===== config.mk =====
export PLATFORM = sky130hd
export DESIGN_NAME = wasm_div_iter
export DESIGN_NICKNAME = d
export VERILOG_FILES = /design/src/rtl/wasm_div_iter.sv
export SDC_FILE = /design/constraint.sdc
export NUM_CORES = 1
export LEC_CHECK = 0
export ABC_CLOCK_PERIOD_IN_PS = 17700
export BUFFER_PORTS_ARGS = -buffer_cell sky130_fd_sc_hd__buf_2
export CORE_MARGIN = 10
export CORE_UTILIZATION = 61
export CTS_BUF_LIST = sky130_fd_sc_hd__clkbuf_8
export CTS_CLUSTER_DIAMETER = 150
export CTS_CLUSTER_SIZE = 40
export DETAILED_ROUTE_END_ITERATION = 10
export GPL_ROUTABILITY_DRIVEN = 1
export PLACE_DENSITY = 0.83
export SLEW_MARGIN = 20
export SYNTH_ARGS = -nofsm -noshare
export SYNTH_HDL_FRONTEND = slang
export SYNTH_SLANG_ARGS = --single-unit

===== constraint.sdc =====
create_clock -name clk -period 17.7 [get_ports clk]
set_input_delay 0.885 -clock clk [delete_from_list [all_inputs] [get_ports clk]]
set_output_delay 0.885 -clock clk [all_outputs]
set_load 0.01 [all_outputs]

===== src/rtl/wasm_div_iter.sv =====
// Iterative restoring divider for the WebAssembly i32/i64 div_s, div_u, rem_s and rem_u ops.
// Each CALC cycle retires RADIX_BITS quotient bits. Divide-by-zero, signed overflow and
// unsupported op codes finish in one cycle without iterating.

package wasm_div_pkg;
    typedef enum logic [3:0] {
        ALU_ADD, ALU_SUB, ALU_MUL, ALU_AND, ALU_OR, ALU_XOR, ALU_SHL, ALU_SHR_S, ALU_SHR_U,
        ALU_DIV_S, ALU_DIV_U, ALU_REM_S, ALU_REM_U
    } alu_op_t;

    typedef enum logic [1:0] {
        TRAP_NONE, TRAP_INT_DIV_ZERO, TRAP_INT_OVERFLOW
    } trap_t;
endpackage

module wasm_div_iter
    import wasm_div_pkg::*;
#(
    parameter int WIDTH      = 64,
    parameter int RADIX_BITS = 1
) (
    input  logic             clk,
    input  logic             rst,
    input  logic             in_valid,
    output logic             in_ready,
    input  alu_op_t          op,
    input  logic [WIDTH-1:0] operand_a,
    input  logic [WIDTH-1:0] operand_b,
    input  logic             abort,
    output logic             out_valid,
    input  logic             out_ready,
    output logic [WIDTH-1:0] result,
    output trap_t            trap
);
    localparam int N     = WIDTH / RADIX_BITS;
    localparam int CNT_W = $clog2(N);
    localparam logic [WIDTH-1:0] MIN_INT = {1'b1, {(WIDTH-1){1'b0}}};

    typedef enum logic [1:0] {S_IDLE, S_CALC, S_DONE} state_t;

    state_t           state, state_next;
    logic [CNT_W-1:0] cnt;
    logic [WIDTH-1:0] rem_q, quo_q, divisor_q;
    logic             neg_quo, neg_rem, want_rem;

    logic             is_div, is_signed, special;
    trap_t            early_trap;
    logic [WIDTH-1:0] abs_a, abs_b;
    logic             accept, start_calc, early_done, finish, flush;
    logic [WIDTH:0]   step_rem;
    logic [WIDTH-1:0] step_quo, fixed;

    // Classify the incoming request and prepare the operand magnitudes.
    always_comb begin
        is_div     = op inside {ALU_DIV_S, ALU_DIV_U, ALU_REM_S, ALU_REM_U};
        is_signed  = op inside {ALU_DIV_S, ALU_REM_S};
        special    = is_signed && (operand_a == MIN_INT) && (operand_b == '1);
        abs_a      = (is_signed && operand_a[WIDTH-1]) ? -operand_a : operand_a;
        abs_b      = (is_signed && operand_b[WIDTH-1]) ? -operand_b : operand_b;
        early_trap = TRAP_NONE;
        if (is_div && operand_b == '0) begin
            early_trap = TRAP_INT_DIV_ZERO;
        end else if (special && op == ALU_DIV_S) begin
            early_trap = TRAP_INT_OVERFLOW;
        end
    end

    // State register.
    always_ff @(posedge clk or posedge rst) begin
        if (rst) begin
            state <= S_IDLE;
        end else begin
            state <= state_next;
        end
    end

    // Next-state logic, handshake and datapath control strobes.
    // NOTE: every output of this block gets a default first, so no path leaves one unassigned and no latch is inferred.
    always_comb begin
        state_next = state;
        in_ready   = 1'b0;
        accept     = 1'b0;
        start_calc = 1'b0;
        early_done = 1'b0;
        finish     = 1'b0;
        flush      = 1'b0;
        unique case (state)
            S_IDLE: begin
                in_ready = !abort && !rst;
                accept   = in_valid && in_ready;
                if (accept) begin
                    if (!is_div || operand_b == '0 || special) begin
                        early_done = 1'b1;
                        state_next = S_DONE;
                    end else begin
                        start_calc = 1'b1;
                        state_next = S_CALC;
                    end
                end
            end
            S_CALC: begin
                if (abort) begin
                    flush      = 1'b1;
                    state_next = S_IDLE;
                end else if (cnt == '0) begin
                    finish     = 1'b1;
                    state_next = S_DONE;
                end
            end
            S_DONE: begin
                if (abort) begin
                    flush      = 1'b1;
                    state_next = S_IDLE;
                end else if (out_ready) begin
                    state_next = S_IDLE;
                end
            end
            default: state_next = S_IDLE;
        endcase
    end

    // One CALC cycle: RADIX_BITS restoring steps, then the sign fixup of the would-be final values.
    // NOTE: blocking assignments chain the steps within one cycle; only registers use non-blocking.
    always_comb begin
        step_rem = {1'b0, rem_q};
        step_quo = quo_q;
        for (int i = 0; i < RADIX_BITS; i++) begin
            step_rem = {step_rem[WIDTH-1:0], step_quo[WIDTH-1]};
            step_quo = {step_quo[WIDTH-2:0], 1'b0};
            if (step_rem >= {1'b0, divisor_q}) begin
                step_rem    = step_rem - {1'b0, divisor_q};
                step_quo[0] = 1'b1;
            end
        end
        // Negating zero yields zero, so a zero result never comes out negative.
        if (want_rem) begin
            fixed = neg_rem ? -step_rem[WIDTH-1:0] : step_rem[WIDTH-1:0];
        end else begin
            fixed = neg_quo ? -step_quo : step_quo;
        end
    end

    // Iteration datapath: load magnitudes on accept, then shift/subtract once per CALC cycle.
    // NOTE: these registers carry no reset; they are always loaded on accept before anything reads them.
    always_ff @(posedge clk) begin
        if (start_calc) begin
            rem_q     <= '0;
            quo_q     <= abs_a;
            divisor_q <= abs_b;
            neg_quo   <= is_signed && (operand_a[WIDTH-1] ^ operand_b[WIDTH-1]);
            neg_rem   <= is_signed && operand_a[WIDTH-1];
            want_rem  <= op inside {ALU_REM_S, ALU_REM_U};
            cnt       <= CNT_W'(N - 1);
        end else if (state == S_CALC) begin
            rem_q <= step_rem[WIDTH-1:0];
            quo_q <= step_quo;
            cnt   <= cnt - CNT_W'(1);
        end
    end

    // Registered outputs: set on entry to DONE, cleared on consume, abort or reset.
    always_ff @(posedge clk or posedge rst) begin
        if (rst) begin
            out_valid <= 1'b0;
            result    <= '0;
            trap      <= TRAP_NONE;
        end else if (flush) begin
            out_valid <= 1'b0;
            result    <= '0;
            trap      <= TRAP_NONE;
        end else if (early_done) begin
            out_valid <= 1'b1;
            result    <= '0;
            trap      <= early_trap;
        end else if (finish) begin
            out_valid <= 1'b1;
            result    <= fixed;
            trap      <= TRAP_NONE;
        end else if (state == S_DONE && out_ready) begin
            out_valid <= 1'b0;
        end
    end
endmodule


==> metrics.md, run 1 <==
| Metric | Value |
|---|---|
| Status | finished, final reports clean |
| CTS H-tree lvls | 1 |
| Placed wire-length estimate | 63100 um |
| Mean post-synth cell area | 7.97 um2 |
| FF-to-FF Start | rem_q[17]$_SDFFE_PP0P_ |
| CTS Sinks | 270 |
| Count of cell types in the netlist | 97 |
| Power share of the clock group | 7.8% |
| Yosys warns | 0 |
| Top cell type's share of synthesized area | 17.4% |
| Final instance area | 24000 um2 |
| Residual overflow from global routing | 0 |
| Rel. slew slack | 19.9% |
| Ys flop type | edfxtp_1 |
| Final-report max-slew violation count | 0 |
| Die Span Y | 213 um |
| Post-Place Cells | 3384 |
| Synthesized flop and latch total | 270 |
| WP data required | 18.26 ns |
| RSZ-0062 raised after global routing | no |
| Area after DPL | 23800 um2 |
| P_leak | 9.30 nW |
| Crit path from | rem_q[17]$_SDFFE_PP0P_ |
| CP endpoint kind | flip-flop |
| Final min period | 6.79 ns |
| Post-synth EDFFs | 131 |
| Remaining DRCs | 0 |
| Number of CTS-inserted buffers | 10 |
| Postcts setup bufs | 0 |
| Max VDD drop | 0.000127 V |
| F_max | 0.147 GHz |
| Area Overhead vs Synth | 6.06% |
| Cell Pwr Density | 141 nW/um2 |
| Sw Share | 54.2% |
| Final #Nets | 3140 |
| Share of cells above drive strength 1 | 10.2% |
| CTS tree | done |
| Diodes inserted | 0 |
| Non-Filler Instances | 3400 |
| Final period util | 38.3% |
| CP max FO | 57 |
| Fill count | 3225 |
| Avg WL per Cell | 23.3 um |
| Leading area contributor after synthesis | edfxtp_1 |
| Vias in the first global route | 21.8k |
| Setup Viol. Count Final | 0 |
| Seq/Total Area, Yosys | 31.2% |
| Sequential share of power | 27.1% |
| Internal | 1.55 mW |
| Core Area | 36600 um2 |
| Remaining antenna violation count | 0 |
| Synth Cell Area | 22600 um2 |
| IO buf count | 204 |
| Via Count | 22.9k |
| # rows | 70 |
| Ports | 205 |
| Launching element type of the critical path | flip-flop |
| Root Buffer | clkbuf_8 |
| Worst Skew | 0.0480 ns |
| Clock slew at reported path FFs | 0.25 ns |
| Combinational power share | 65.1% |
| Die area | 45200 um2 |
| Bufs on Longest Clock Path | 3 |
| Hold Crit Class | in2async |
| Setup TNS | 0 ns |
| Starting DRT DRC Count | 2908 |
| Die X | 213 um |
| Initial core utilization | 61.8% |
| Hold Vio Cnt, Final | 0 |
| Crit path kind | reg2reg |
| Total Routing Usage GR | 34.0% |
| P_sw | 1.83 mW |
| Async SR Flop Fraction | 25.6% |
| Max cap viols | 0 |
| Area contributors post-synth | edfxtp_1 17%, dfrtp_1 7.6%, xnor2_1 6.4%, dfxtp_1 6.2%, o21ai_0 5.8% |
| Initial antenna violation count | 0 |
| Drt via density | 6.73 |
| Worst Tran Pin Value | 1.19 ns |
| Hold_buf cts | 0 |
| Final GP Congestion | 1.07 |
| Clk_lat worst skew | 0.62 ns |
| Resized cells post-CTS | 0 |
| Largest net degree at the start of global routing | 122 |
| CP arrival | 7.35 ns |
| First-pass GRT wire length | 122000 um |
| Pre-antenna DRT Iters | 8 |
| Post-Syn Instances | 2838 |
| Mapped Nets | 3050 |
| Routed wire length | 79100 um |
## cell usage after synthesis (32+ instances only)
library cell  number
inv_1            101
xor2_1           123
ha_1              74
o211ai_1          38
dfxtp_1           70
o21ai_0          260
edfxtp_1         131
a211oi_1          73
clkbuf_1         100
nor2_1           277
nor4_1            46
mux2i_1           46
buf_2             39
or3_1             42
xnor2_1          165
a22oi_1           32
o31ai_1           58
dfrtp_1           69
nor3_1            73
nand4_1           66
nand2b_1          34
nand2_1          314
nand3_1           52
a21oi_1          183
## final timing paths
kind | slack (ns) | depth (start not counted) | endpoint
hold / removal | 0.46 | 3 | trap[1]$_DFFE_PP0P_
min in group clk | 0.51 | 1 | divisor_q[0]$_DFFE_PP_
setup / recovery | 10.91 | 23 | result[58]$_DFFE_PP0P_
max in group asynchronous | 16.60 | 3 | result[2]$_DFFE_PP0P_
setup reg to reg | 10.91 | 23 | result[58]$_DFFE_PP0P_
hold reg to reg | 0.52 | 2 | result[2]$_DFFE_PP0P_
## layout make-up
| type | instances | area (um2) | share of cell area [%] |
|---|---|---|---|
| sequential | 270 | 7060 | 29.4 |
| clock buffer | 10 | 138 | 0.574 |
| clock inverter | 6 | 46.3 | 0.193 |
| multi-input combinational | 2311 | 14600 | 60.6 |
| inverter | 105 | 397 | 1.65 |
| timing repair buffer | 230 | 1220 | 5.07 |
| tap | 468 | 586 | 2.44 |
## cell families after synthesis
kind of cell | after synthesis | synth area share [%]
muxes | 53 | 2.38
DFF | 270 | 31.2
buffers and inverters | 257 | 4.60
xor gates and xnor gates | 288 | 11.1
and+or+nand+nor | 1044 | 22.5
AOI/OAI and AO/OA | 851 | 24.0
adders and majority gates | 75 | 4.18
## flip-flops by register name, summed over array words and instances, names as in the netlist
signal	count
divisor_q	64
quo_q	64
rem_q	64
result	64
cnt	6
state	2
trap	2
neg_quo	1
neg_rem	1
out_valid	1
want_rem	1
## through the flow
step / hold slack [ns] / util, % / setup WS, ns / power (mW)
2_1_floorplan: 0.461 / - / 11.84 / 2.38
3_3_place_gp: 0.460 / 65.0 / 11.35 / 3.03
3_5_place_dp: 0.473 / 65.0 / 11.08 / 3.05
4_1_cts: 0.503 / 65.5 / 11.05 / 3.31
5_1_grt: 0.499 / 65.6 / 10.37 / 3.56
6_report: 0.458 / 65.6 / 10.91 / 3.38
## per-layer routing
layer / GRT usage [%] / part of all wire, %
met1: 41.4 / 38
met2: 57.8 / 48
met3: 4.43 / 7.5
met4: 17.6 / 5.7
met5: 0 / 0
## worst max-delay path, cell delays in order, from the launching register on
cell and delay (ns):
dfxtp_1 0.43, ha_1 0.52, nand4_1 0.21, nor4_1 0.69, nand4_1 0.17, o211ai_1 0.32, a31oi_1 0.08, buf_4 0.23
o21ai_4 0.08, buf_4 0.56, nand2_1 0.12, o21ai_0 0.17, ha_1 0.26, nand2_1 0.09, a211oi_1 0.18, o21ai_0 0.15
nand4b_1 0.27, o31ai_1 0.42, o221ai_1 0.31, or3_1 0.55, o31ai_1 0.44, o21ai_1 0.17, xnor2_1 0.16, o21ai_1 0.15
## power groups by stage
stage | Combinational, mW | Sequential [mW] | Clock, mW
detailed placement | 2.13 | 0.923 | 0
CTS | 2.14 | 0.908 | 0.262
global route | 2.36 | 0.922 | 0.281
global placement | 2.11 | 0.918 | 0
floorplan | 1.52 | 0.857 | 0
finish | 2.20 | 0.917 | 0.263
## cell usage in the layout, fill, tap and decap left out, types with 45 or more instances in the layout
cell type | netlist | final
xor2_1 | 123 | 123
mux2i_1 | 46 | 46
dfxtp_1 | 70 | 70
a211oi_1 | 73 | 73
nor2_1 | 277 | 276
o21ai_0 | 260 | 260
nand2_1 | 314 | 313
inv_1 | 101 | 103
nor4_1 | 46 | 45
o31ai_1 | 58 | 58
buf_2 | 39 | 204
nand3_1 | 52 | 52
nand4_1 | 66 | 66
ha_1 | 74 | 73
dfrtp_1 | 69 | 69
xnor2_1 | 165 | 165
a21oi_1 | 183 | 183
edfxtp_1 | 131 | 131
nor3_1 | 73 | 73
(Power assumes the default switching activity.)
==> run 2, diff against run 1 <==
ABC_CLOCK_PERIOD_IN_PS = 5950   (was 17700)
CORE_UTILIZATION = 57   (was 61)
PLACE_DENSITY = 0.81   (was 0.83)
clock period = 5.95 ns   (was 17.7 ns; I/O delays follow)
==> run 2 against run 1 <==
  * Clock-buffer cell count rose by 1
  * Sequential share of layout area fell by 1.4 points
  * Critical endpoint is now result[56]$_DFFE_PP0P_
  * Sequential cell count did not move
==> metrics.md, run 2 (synthesis gave the netlist of run 1 again) <==
| Metric | Value |
|---|---|
| Status | finished, final reports clean (unchanged) |
| Crit path from | rem_q[5]$_SDFFE_PP0P_ (was rem_q[17]$_SDFFE_PP0P_) |
| Final-report max-slew violation count | 0 (unchanged) |
| CP arrival | 5.99 ns (was 7.35 ns) |
| Max VDD drop | 0.000426 V (was 0.000127 V) |
| IO buf count | 204 (unchanged) |
| Sequential share of power | 25.3% (was 27.1%) |
| Clk_lat worst skew | 0.64 ns (was 0.62 ns) |
| Postcts setup bufs | 0 (unchanged) |
| Area Overhead vs Synth | 11.5% (was 6.06%) |
| Fin util | 64.8% (was 65.6%) |
| Power share of the clock group | 7.9% (was 7.8%) |
| Drt via density | 6.57 (was 6.73) |
| Share of cells above drive strength 1 | 13.3% (was 10.2%) |
| Register-to-Register Path Depth | 22 (was 23) |
| CTS H-tree lvls | 1 (unchanged) |
| Number of CTS-inserted buffers | 11 (was 10) |
| Remaining antenna violation count | 0 (unchanged) |
| Final min period | 5.60 ns (was 6.79 ns) |
| FF-to-FF Start | rem_q[5]$_SDFFE_PP0P_ (was rem_q[17]$_SDFFE_PP0P_) |
| Power, Total | 10.7 mW (was 3.38 mW) |
| Pre-antenna DRT Iters | 6 (was 8) |
| # rows | 72 (was 70) |
| Initial antenna violation count | 3 (was 0) |
| CP top delay family | simple AND/OR/NAND/NOR gates (was compound AO/OA/AOI/OAI gates) |
| Ports | 205 (unchanged) |
| Bufs on Longest Clock Path | 3 (unchanged) |
| CP endpoint kind | flip-flop (unchanged) |
| Starting DRT DRC Count | 3189 (was 2908) |
| Die area | 48100 um2 (was 45200 um2) |
| Die Span Y | 219 um (was 213 um) |
| Critical path's slowest cell | ha_1 (was nor4_1) |
| Total Routing Usage GR | 32.9% (was 34.0%) |
| Commonest non-fill, non-tap cell in the layout | nand2_1 (unchanged) |
| F_max | 0.178 GHz (was 0.147 GHz) |
| Final period util | 94.2% (was 38.3%) |
| WP data required | 6.34 ns (was 18.26 ns) |
| Buffers and inverters on the worst path | 4 (was 2) |
| Max cap viols | 0 (unchanged) |
| R2r setup slk | 0.35 ns (was 10.91 ns) |
| Combinational power share | 66.8% (was 65.1%) |
| Hold Vio Cnt, Final | 0 (unchanged) |
| Area of the multi-input gates | 14600 um2 (about the same) |
| Worst Tran Pin Value | 0.986 ns (was 1.19 ns) |
| Register area | 7060 um2 (about the same) |
| Launching element type of the critical path | flip-flop (unchanged) |
| Largest net degree at the start of global routing | 124 (was 122) |
| Internal | 5.05 mW (was 1.55 mW) |
| Crit path kind | reg2reg (unchanged) |
| Placed wire-length estimate | 65300 um (was 63100 um) |
| Final #Nets | 3275 (was 3140) |
| Core Area | 38900 um2 (was 36600 um2) |
| Initial core utilization | 58.1% (was 61.8%) |
| Die X | 219 um (was 213 um) |
| Worst Skew | 0.114 ns (was 0.0480 ns) |
| Sw Share | 52.7% (was 54.2%) |
| Avg WL per Cell | 23.0 um (was 23.3 um) |
| Remaining DRCs | 0 (unchanged) |
| Routed wire length | 82400 um (was 79100 um) |
| CTS Sinks | 270 (unchanged) |
| CP max FO | 32 (was 57) |
| P_leak | 9.95 nW (was 9.30 nW) |
| Vias in the first global route | 22.4k (was 21.8k) |
| Via Count | 23.5k (was 22.9k) |
| Root Buffer | clkbuf_8 (unchanged) |
| Cell Pwr Density | 424 nW/um2 (was 141 nW/um2) |
| Residual overflow from global routing | 0 (unchanged) |
| Hold Crit Class | in2reg (was in2async) |
| P_sw | 5.63 mW (was 1.83 mW) |
| RSZ-0062 raised after global routing | no (unchanged) |
| Most frequent cells in the layout | 313 x nand2_1, 276 x nor2_1, 259 x o21ai_0, 204 x buf_2, 183 x a21oi_1 (was 313 x nand2_1, 276 x nor2_1, 260 x o21ai_0, 204 x buf_2, 183 x a21oi_1) |
| Worst flop-to-flop path endpoint | result[56]$_DFFE_PP0P_ (was result[58]$_DFFE_PP0P_) |
| Fill count | 3460 (was 3225) |
| CP Cell Sequence | ha_1, a21oi_4, o21ai_1, and3_1, or3_4, a21oi_4, o21ai_4, inv_2, buf_4, buf_6, ha_1, nand4_1, nand2b_2, or2_2, nor2_1, nand2_1, o41ai_1, buf_4, nand2_1, xor2_1, a22oi_1, o21ai_1 (was ha_1, nand4_1, nor4_1, nand4_1, o211ai_1, a31oi_1, buf_4, o21ai_4, buf_4, nand2_1, o21ai_0, ha_1, nand2_1, a211oi_1, o21ai_0, nand4b_1, o31ai_1, o221ai_1, or3_1, o31ai_1, o21ai_1, xnor2_1, o21ai_1) |
| Rel. slew slack | 33.7% (was 19.9%) |
| First-pass GRT wire length | 126000 um (was 122000 um) |
| CP Capture Point | result[56]$_DFFE_PP0P_ (was result[58]$_DFFE_PP0P_) |
| Setup TNS | 0 ns (unchanged) |
| Worst stage delay on the critical path | 0.44 ns (was 0.69 ns) |
| Final GP Congestion | 1.01 (was 1.07) |
| CTS tree | done (unchanged) |
| Setup Viol. Count Final | 0 (unchanged) |
| Crit path depth | 22 (was 23) |
| Clock slew at reported path FFs | 0.26 ns (was 0.25 ns) |
## run 2: cell count changes in the layout (fill, tap and decap cells not counted), moves of 2 or more
| cell | previous run | this run |
|---|---|---|
| dfxtp_1 | 70 | 68 |
| dlygate4sd3_1 | 0 | 30 |
| dfxtp_2 | 0 | 2 |
| inv_6 | 2 | 0 |
| buf_4 | 26 | 128 |
## run 2: worst reg2reg max path: stages, from the launching register on
cell,delay [ns]
dfxtp_2,0.42
ha_1,0.44
a21oi_4,0.27
o21ai_1,0.19
and3_1,0.27
or3_4,0.43
a21oi_4,0.17
o21ai_4,0.10
inv_2,0.08
buf_4,0.27
buf_6,0.29
ha_1,0.32
nand4_1,0.26
nand2b_2,0.34
or2_2,0.36
nor2_1,0.17
nand2_1,0.11
o41ai_1,0.25
buf_4,0.19
nand2_1,0.06
xor2_1,0.14
a22oi_1,0.15
o21ai_1,0.09
## run 2: metal layers
metal  global-route usage (%)  routed length [um]  part of all wire [%]  up-vias
li1                         -                   -                     -    10900
met5                        0                   0                     0        -
met1                     40.0               31500                    38    11200
met4                     16.9                4590                   5.6        0
met3                     3.36                6060                   7.4      247
met2                     56.9               40200                    49     1237
## run 2: power groups by stage
stage | Clock (mW) | Combinational [mW] | Sequential (mW)
floorplan | 0 | 4.54 | 2.55
global placement | 0 | 6.82 | 2.71
detailed placement | 0 | 6.89 | 2.72
CTS | 0.840 | 6.93 | 2.68
global route | 0.897 | 7.63 | 2.71
finish | 0.841 | 7.14 | 2.70
## run 2: layout make-up
type,count,share of cell area [%]
Clock buffer,11,0.600
Antenna cell,1,0.00992
Sequential cell,270,28.0
Inverter,105,1.57
Multi-Input combinational cell,2311,57.8
Tap cell,518,2.57
Timing Repair Buffer,364,9.17
Clock inverter,6,0.258
## run 2: per-stage QoR
| step | hold slack [ns] | std cells | setup WS, ns | area (um2) |
|---|---|---|---|---|
| global route | 0.0119 | 3586 | 0.00449 | 25200 |
| global placement | 0.458 | 3538 | 0.435 | 24700 |
| CTS | 0.00193 | 3585 | 0.150 | 25200 |
| detailed placement | 0.466 | 3538 | 0.305 | 24700 |
| floorplan | 0.396 | 2838 | 0.0930 | 22600 |
| finish | 0.0201 | 3586 | 0.346 | 25200 |
## run 2: what timing repair did
action                                  4_1_cts  5_1_grt
gates resized for setup                       0        9
endpoints found under the setup margin        0       14
hold buffers                                 30        0
hold endpoints to repair                     91        0
## run 2: worst min-delay path by stage
stage	start	endpoint	slack [ns]	depth (start not counted)
2_1_floorplan	operand_b[0]	divisor_q[0]$_DFFE_PP_	0.40	0
3_3_place_gp	result[7]$_DFFE_PP0P_	result[7]$_DFFE_PP0P_	0.46	2
3_5_place_dp	result[6]$_DFFE_PP0P_	result[6]$_DFFE_PP0P_	0.47	2
4_1_cts	operand_b[30]	divisor_q[30]$_DFFE_PP_	0.002	2
5_1_grt	operand_b[20]	divisor_q[20]$_DFFE_PP_	0.01	2
6_report	operand_b[18]	divisor_q[18]$_DFFE_PP_	0.02	2
